==> src/rtl/serial_alu_ctrl.sv <==
`default_nettype none
// ============================================================================
// Module   : serial_alu_ctrl
// Purpose  : Bit-serial ALU sequencer feeding an external 1-bit ALU slice,
//            LSB first. Zero flag built only with SERIAL_ALU_ZERO_FLAG_EN.
// Revision : 1.0  initial release
// ============================================================================
module serial_alu_ctrl #(
  parameter int WIDTH = 8
) (
  input  logic             clk,
  input  logic             rst_n,
  input  logic             start,
  input  logic [2:0]       op,
  input  logic [WIDTH-1:0] opa,
  input  logic [WIDTH-1:0] opb,
  input  logic             carry_in,
  output logic             busy,
  output logic             done,
  output logic [WIDTH-1:0] result,
  output logic             carry_out,
  output logic             overflow,
  output logic             illegal,
  output logic             zero,
  output logic             slice_a,
  output logic             slice_b,
  output logic             slice_add_sub,
  output logic             slice_cin,
  output logic [1:0]       slice_op,
  input  logic             slice_co,
  input  logic             slice_r
);

  localparam int              c_CW   = (WIDTH > 1) ? $clog2(WIDTH) : 1;
  localparam logic [c_CW-1:0] c_LAST = c_CW'(WIDTH - 1);

  localparam logic [1:0] c_ST_IDLE  = 2'd0;
  localparam logic [1:0] c_ST_SHIFT = 2'd1;
  localparam logic [1:0] c_ST_DONE  = 2'd2;

  localparam logic [2:0] c_OP_AND = 3'b000;
  localparam logic [2:0] c_OP_OR  = 3'b001;
  localparam logic [2:0] c_OP_ADD = 3'b010;
  localparam logic [2:0] c_OP_SUB = 3'b110;
  localparam logic [2:0] c_OP_SLT = 3'b111;

  logic [1:0]       r_state;
  logic [WIDTH-1:0] r_a;
  logic [WIDTH-1:0] r_b;
  logic [WIDTH-1:0] r_res;
  logic [2:0]       r_op;
  logic             r_legal;
  logic             r_cin0;
  logic             r_carry;
  logic [c_CW-1:0]  r_cnt;
  logic             r_cmsb;
  logic             r_cfin;
  logic             r_done;
  logic [WIDTH-1:0] r_result;
  logic             r_cout;
  logic             r_ovf;
  logic             r_illegal;

  logic             w_op_legal;
  logic             w_drive;
  logic             w_cin;
  logic             w_msb_ovf;
  logic [WIDTH-1:0] w_final;
  logic             w_final_co;
  logic             w_final_ov;

  assign w_op_legal = (op == c_OP_AND) || (op == c_OP_OR) || (op == c_OP_ADD) ||
                      (op == c_OP_SUB) || (op == c_OP_SLT);

  // Slice is only driven while a legal op is shifting; idle/illegal gives zeros.
  assign w_drive       = (r_state == c_ST_SHIFT) && r_legal;
  assign w_cin         = (r_cnt == '0) ? r_cin0 : r_carry;
  assign slice_a       = w_drive & r_a[0];
  assign slice_b       = w_drive & r_b[0];
  assign slice_add_sub = w_drive & r_op[2];
  assign slice_op      = w_drive ? r_op[1:0] : 2'b00;
  assign slice_cin     = w_drive & w_cin;

  assign w_msb_ovf = r_cmsb ^ r_cfin;

  always_comb begin
    w_final    = '0;
    w_final_co = 1'b0;
    w_final_ov = 1'b0;
    if (r_legal) begin
      if (r_op == c_OP_SLT) begin
        w_final[0] = r_res[WIDTH-1] ^ w_msb_ovf;
      end else begin
        w_final = r_res;
        if (r_op[1:0] == 2'b10) begin
          w_final_co = r_cfin;
          w_final_ov = w_msb_ovf;
        end
      end
    end
  end

  always_ff @(posedge clk or negedge rst_n) begin
    if (!rst_n) begin
      r_state   <= c_ST_IDLE;
      r_a       <= '0;
      r_b       <= '0;
      r_res     <= '0;
      r_op      <= 3'b000;
      r_legal   <= 1'b0;
      r_cin0    <= 1'b0;
      r_carry   <= 1'b0;
      r_cnt     <= '0;
      r_cmsb    <= 1'b0;
      r_cfin    <= 1'b0;
      r_done    <= 1'b0;
      r_result  <= '0;
      r_cout    <= 1'b0;
      r_ovf     <= 1'b0;
      r_illegal <= 1'b0;
    end else begin
      r_done <= 1'b0;
      case (r_state)
        c_ST_IDLE: begin
          if (start) begin
            r_a     <= opa;
            r_b     <= opb;
            r_op    <= op;
            r_legal <= w_op_legal;
            r_cin0  <= (op == c_OP_ADD) ? carry_in : op[2];
            r_carry <= 1'b0;
            r_cnt   <= '0;
            r_state <= c_ST_SHIFT;
          end
        end
        c_ST_SHIFT: begin
          r_a     <= r_a >> 1;
          r_b     <= r_b >> 1;
          r_res   <= {slice_r, r_res[WIDTH-1:1]};
          r_carry <= slice_co;
          r_cnt   <= r_cnt + 1'b1;
          if (r_cnt == c_LAST) begin
            // Carry into and out of the MSB give the signed overflow.
            r_cmsb  <= w_cin;
            r_cfin  <= slice_co;
            r_state <= c_ST_DONE;
          end
        end
        c_ST_DONE: begin
          r_done    <= 1'b1;
          r_result  <= w_final;
          r_cout    <= w_final_co;
          r_ovf     <= w_final_ov;
          r_illegal <= ~r_legal;
          r_state   <= c_ST_IDLE;
        end
        default: r_state <= c_ST_IDLE;
      endcase
    end
  end

`ifdef SERIAL_ALU_ZERO_FLAG_EN
  logic r_zero;
  always_ff @(posedge clk or negedge rst_n) begin
    if (!rst_n) begin
      r_zero <= 1'b0;
    end else if (r_state == c_ST_DONE) begin
      r_zero <= (w_final == '0);
    end
  end
  assign zero = r_zero;
`else
  assign zero = 1'b0;
`endif

  assign busy      = (r_state != c_ST_IDLE);
  assign done      = r_done;
  assign result    = r_result;
  assign carry_out = r_cout;
  assign overflow  = r_ovf;
  assign illegal   = r_illegal;

endmodule
`default_nettype wire

==> config.mk <==
export PLATFORM = sky130hd
export DESIGN_NAME = serial_alu_ctrl
export DESIGN_NICKNAME = d
export VERILOG_FILES = /design/src/rtl/serial_alu_ctrl.sv
export SDC_FILE = /design/constraint.sdc
export NUM_CORES = 1
export LEC_CHECK = 0
export ABC_AREA = 1
export ABC_CLOCK_PERIOD_IN_PS = 1400
export CAP_MARGIN = 20
export CORE_ASPECT_RATIO = 1.2
export CORE_MARGIN = 3
export CORE_UTILIZATION = 57
export CTS_CLUSTER_SIZE = 25
export DETAILED_ROUTE_END_ITERATION = 10
export DONT_BUFFER_PORTS = 1
export PLACE_DENSITY_LB_ADDON = 0.12
export SETUP_SLACK_MARGIN = 0.05
export SYNTH_ARGS = -nofsm -noshare
export SYNTH_HDL_FRONTEND = slang
export SYNTH_SLANG_ARGS = --single-unit
==> constraint.sdc <==
create_clock -name clk -period 1.4 [get_ports clk]
set_clock_uncertainty 0.15 [all_clocks]
set_input_delay 0.28 -clock clk [delete_from_list [all_inputs] [get_ports clk]]
set_output_delay 0.28 -clock clk [all_outputs]
set_load 0.02 [all_outputs]
==> flow_summary.rst <==
.. list-table::
   :header-rows: 1

   * - Metric
     - Value
   * - Most frequent cell after synthesis
     - sky130_fd_sc_hd__nand2_1
   * - Count of H-tree levels built during CTS
     - 2
   * - Design Power
     - roughly 8.4 mW
   * - Gr usage total
     - around a quarter
   * - Total CTS buffers
     - 5
   * - Most used DFF post-synth
     - sky130_fd_sc_hd__dfrtp_1
   * - Routed wl met3
     - ~320 um
   * - Capture point of the critical path
     - slice_cin
   * - Fraction of the yosys area taken by sequential cells
     - between 50% and 60%
   * - Vias
     - between 1500 and 2000
   * - Wire length reported by the detailed router
     - 6.33 mm
   * - Core Rows
     - 24
   * - CTS Root Buffer Type
     - sky130_fd_sc_hd__clkbuf_8
   * - Worst-path fanout max
     - 2
   * - Final setup viols
     - 45
   * - Minimum period implied by the final worst setup slack
     - 1.77 ns
   * - R2R depth
     - 8
   * - Via count of the first global-routing pass
     - around 1800
   * - Area of combinational cells with multiple inputs
     - around 0.0012 mm2
   * - Fillcell total
     - approximately 150
   * - Buffers on Ports
     - 0
   * - Required time of the worst setup path
     - ~0.97 ns
   * - Ys async rst share
     - 100%
   * - Adder-Cell Fraction of Synth Area
     - around 1.6%
   * - Slowest-stage cell, CP
     - sky130_fd_sc_hd__dfrtp_1
   * - Cells taking the most area after synthesis
     - sky130_fd_sc_hd__dfrtp_1 (53%), sky130_fd_sc_hd__nand2_1 (13%), sky130_fd_sc_hd__o21ai_2 (8.3%), sky130_fd_sc_hd__o21ai_0 (6.5%), sky130_fd_sc_hd__inv_1 (6.0%)
   * - Final-layout worst hold slack
     - -0.492 ns
   * - Floorplan die width
     - between 60 and 70 um
   * - Global-route wire length before repair
     - 8.47 mm
   * - Cells along the critical path
     - inv_2 > ha_4 > nand2_4 > nand2_4 > o21ai_4 > nor2_4
   * - Post-detailed-route via-to-cell ratio
     - 5.54
   * - WL met2
     - around 3.4 mm
   * - Fraction of layout instances using a drive strength above 1
     - 46.7%
   * - Detailed placer's ending HPWL
     - around 2.9 mm
   * - Leakage power of the design
     - 1.60 nW
   * - Outcome
     - finished with violations
   * - Placed cell area
     - around 0.0025 mm2
   * - Critical path origin
     - r_cnt[0]
   * - Multiplexer fraction of the synthesized cell area
     - 0%
   * - Area share of the largest cell type after synthesis
     - a little over half
   * - FF/Latch Area
     - 0.00123 mm2
   * - DRC marker count from the first detailed-route iteration
     - ~100
   * - Endpoint of the most critical register-to-register path
     - r_cfin
   * - Final number of max-transition violations
     - 0
   * - Total of warnings raised by yosys
     - 0
   * - Per-cell routed wire length
     - approximately 18 um
   * - Post-synthesis compound-gate area fraction
     - between 10% and 20%
   * - Fin area
     - around 0.0033 mm2
   * - Area of the mapped netlist
     - 0.00231 mm2
   * - Final Wtd Congestion
     - between 0.8 and 0.9
   * - Worst setup path category
     - register to primary output
   * - Hold violation total from the final report
     - 49
   * - Most used cell along the critical path
     - sky130_fd_sc_hd__nand2_4
   * - Clock slew at reported path FFs
     - about 0.090 ns
   * - Type of element launching the critical path
     - register
   * - Clock latency on the worst-skew pair
     - ~0.31 ns
   * - Total Die Area
     - 0.00486 mm2
   * - Deepest clock path buffer count
     - 2
   * - Number of top-level pins
     - 45
   * - Residual DRC count
     - 0
   * - M1 wire length
     - approximately 2.4 mm
   * - Pin count of the biggest net entering global routing
     - 50
   * - Overall overflow remaining after global route
     - 0
   * - Top cells by count, synth
     - sky130_fd_sc_hd__nand2_1 (78), sky130_fd_sc_hd__dfrtp_1 (49), sky130_fd_sc_hd__inv_1 (37)
   * - Setup WS post-layout
     - -0.374 ns
   * - Reg-to-reg slack, setup
     - -0.19 ns
   * - Crit path capture type
     - primary output
   * - Final Cycle Share
     - 127%
   * - Violations in the final reports
     - negative hold slack, negative setup slack
   * - Initial antenna violation count
     - 0
   * - Maximum ir drop on the vdd rail
     - 1740 uV
   * - Number of enable-type register cells in the synthesized netlist
     - 0
   * - Synth Area in XOR/XNOR
     - 0%
   * - Crit Reg-Reg Startpoint
     - r_cnt[0]
   * - Class of the tightest hold or removal check
     - primary input to async pin
   * - Net Count, Synth
     - 291
   * - DIE HEIGHT
     - roughly 76 um
   * - Synthesized flop and latch total
     - between 40 and 50
   * - Uppermost layer routed
     - met4
   * - Post-Syn Area per Cell
     - 8.79 um2
   * - Simple-gate share of the synthesized area
     - 18.0%
   * - Clock Sinks
     - 49
   * - Total power per unit cell area
     - between 2000 and 3000 mW/mm2
   * - Post-detailed-route count of antenna-violating nets
     - 0
   * - CTS tree
     - done
   * - Post-synthesis to final-layout area growth
     - 43.8%
   * - Iteration count of the initial detailed-routing pass
     - 4
   * - Most area-hungry cell type in the Yosys netlist
     - sky130_fd_sc_hd__dfrtp_1
   * - Max capacitance violation total
     - 0
   * - Dominant combinational cell family by area after synthesis
     - simple AND/OR/NAND/NOR gates
   * - Max incr delay on CP
     - between 0.4 and 0.5 ns
   * - Number of library cell types mapped by synthesis
     - 23
   * - Unrepaired setup endpoints after global routing
     - yes
   * - Maximum frequency from static timing analysis
     - between 0.5 and 0.6 GHz
   * - Cells after Synth
     - between 200 and 300
   * - Number of nets in the final layout
     - about 330
   * - Core ar.
     - about 0.0038 mm2
   * - Crit path DAT
     - ~1.3 ns
   * - Diodes inserted
     - 0
   * - Starting density of the core
     - 61.6%
repair_timing:
| item | CTS | global route |
|---|---|---|
| pin swaps | 10 | 16 |
| setup endpoints to repair | 16 | 53 |
| hold buffers | 6 | 1 |
| buffers inserted | 19 | 10 |
| gates resized for setup | 41 | 110 |
| gates cloned | 2 | 1 |
| hold endpoints to repair | 57 | 51 |
registers in the layout (all words and copies together) (netlist names):
signal     cells
r_state        2
done           1
r_cmsb         1
r_b            8
result         8
r_cfin         1
r_legal        1
r_cin0         1
r_res          8
overflow       1
carry_out      1
illegal        1
r_carry        1
r_op           3
r_a            8
r_cnt          3
worst min path at each step:
stage,cells after the start,slack (ns),end,start
6_report,0,-0.49,r_res[0],rst_n
5_1_grt,0,-0.51,result[0],rst_n
4_1_cts,0,-0.50,result[0],rst_n
2_1_floorplan,0,-0.17,carry_out,rst_n
3_5_place_dp,0,-0.16,done,rst_n
3_3_place_gp,0,-0.16,r_op[2],rst_n
where the power goes:
part           internal, mW  leakage (nW)  switching, mW
Clock                 0.535        0.0543          0.494
Sequential             2.00         0.627          0.570
Combinational          2.16         0.917           2.67
stage by stage:
stage                     util (%)  setup TNS [ns]  instances  worst slack [ns]  hold WS [ns]
after CTS                     79.1           -2.07        351            -0.288        -0.497
after detailed placement      65.6         -0.0144        317           -0.0144        -0.164
after floorplan                  -               0        263           0.00952        -0.166
after global placement        65.6               0        317           0.00795        -0.164
after global routing          88.6           -7.14        356            -0.427        -0.507
final                         88.6           -4.97        356            -0.374        -0.492
critical path: cells and delay by family, from the launching register on:
family / cells / cell delay, ns
fa+ha+maj: 1 / 0.16
simple gates: 3 / 0.30
buf+inv: 1 / 0.11
compound gates: 1 / 0.06
flops: 1 / 0.41
logic make-up (layout without fill, tap and decap cells):
| kind of cell | after synthesis | count (layout) |
|---|---|---|
| AND/OR/NAND/NOR | 100 | 100 |
| AO/OA/AOI/OAI | 59 | 59 |
| buffers and inverters | 51 | 92 |
| flip-flops | 49 | 49 |
| adder cells (fa/ha/maj) | 3 | 3 |
| other | 1 | 1 |
layout make-up:
cell class | instances | area share, %
well taps | 52 | 1.96
inverters | 42 | 5.53
multi-input cells | 163 | 36.6
clock buffers | 5 | 2.07
clock inverters | 3 | 1.39
flip-flops and latches | 49 | 36.9
repair buffers | 42 | 15.6
routing by layer:
layer / track usage [%] / vias to the layer above
met4: 13.8 / 0
met5: 0 / -
li1: - / 901
met2: 39.6 / 73
met1: 26.2 / 979
met3: 7.37 / 21
layout by cell type, fill, tap and decap left out, drive strengths merged, types with 3 or more instances in the layout:
cell,instances
buf,34
clkbuf,6
dfrtp,49
dlygate4sd3,7
ha,3
inv,41
nand2,82
nand3,7
nor2,11
o21ai,57
Note: power is estimated with default switching activity, not from simulation.
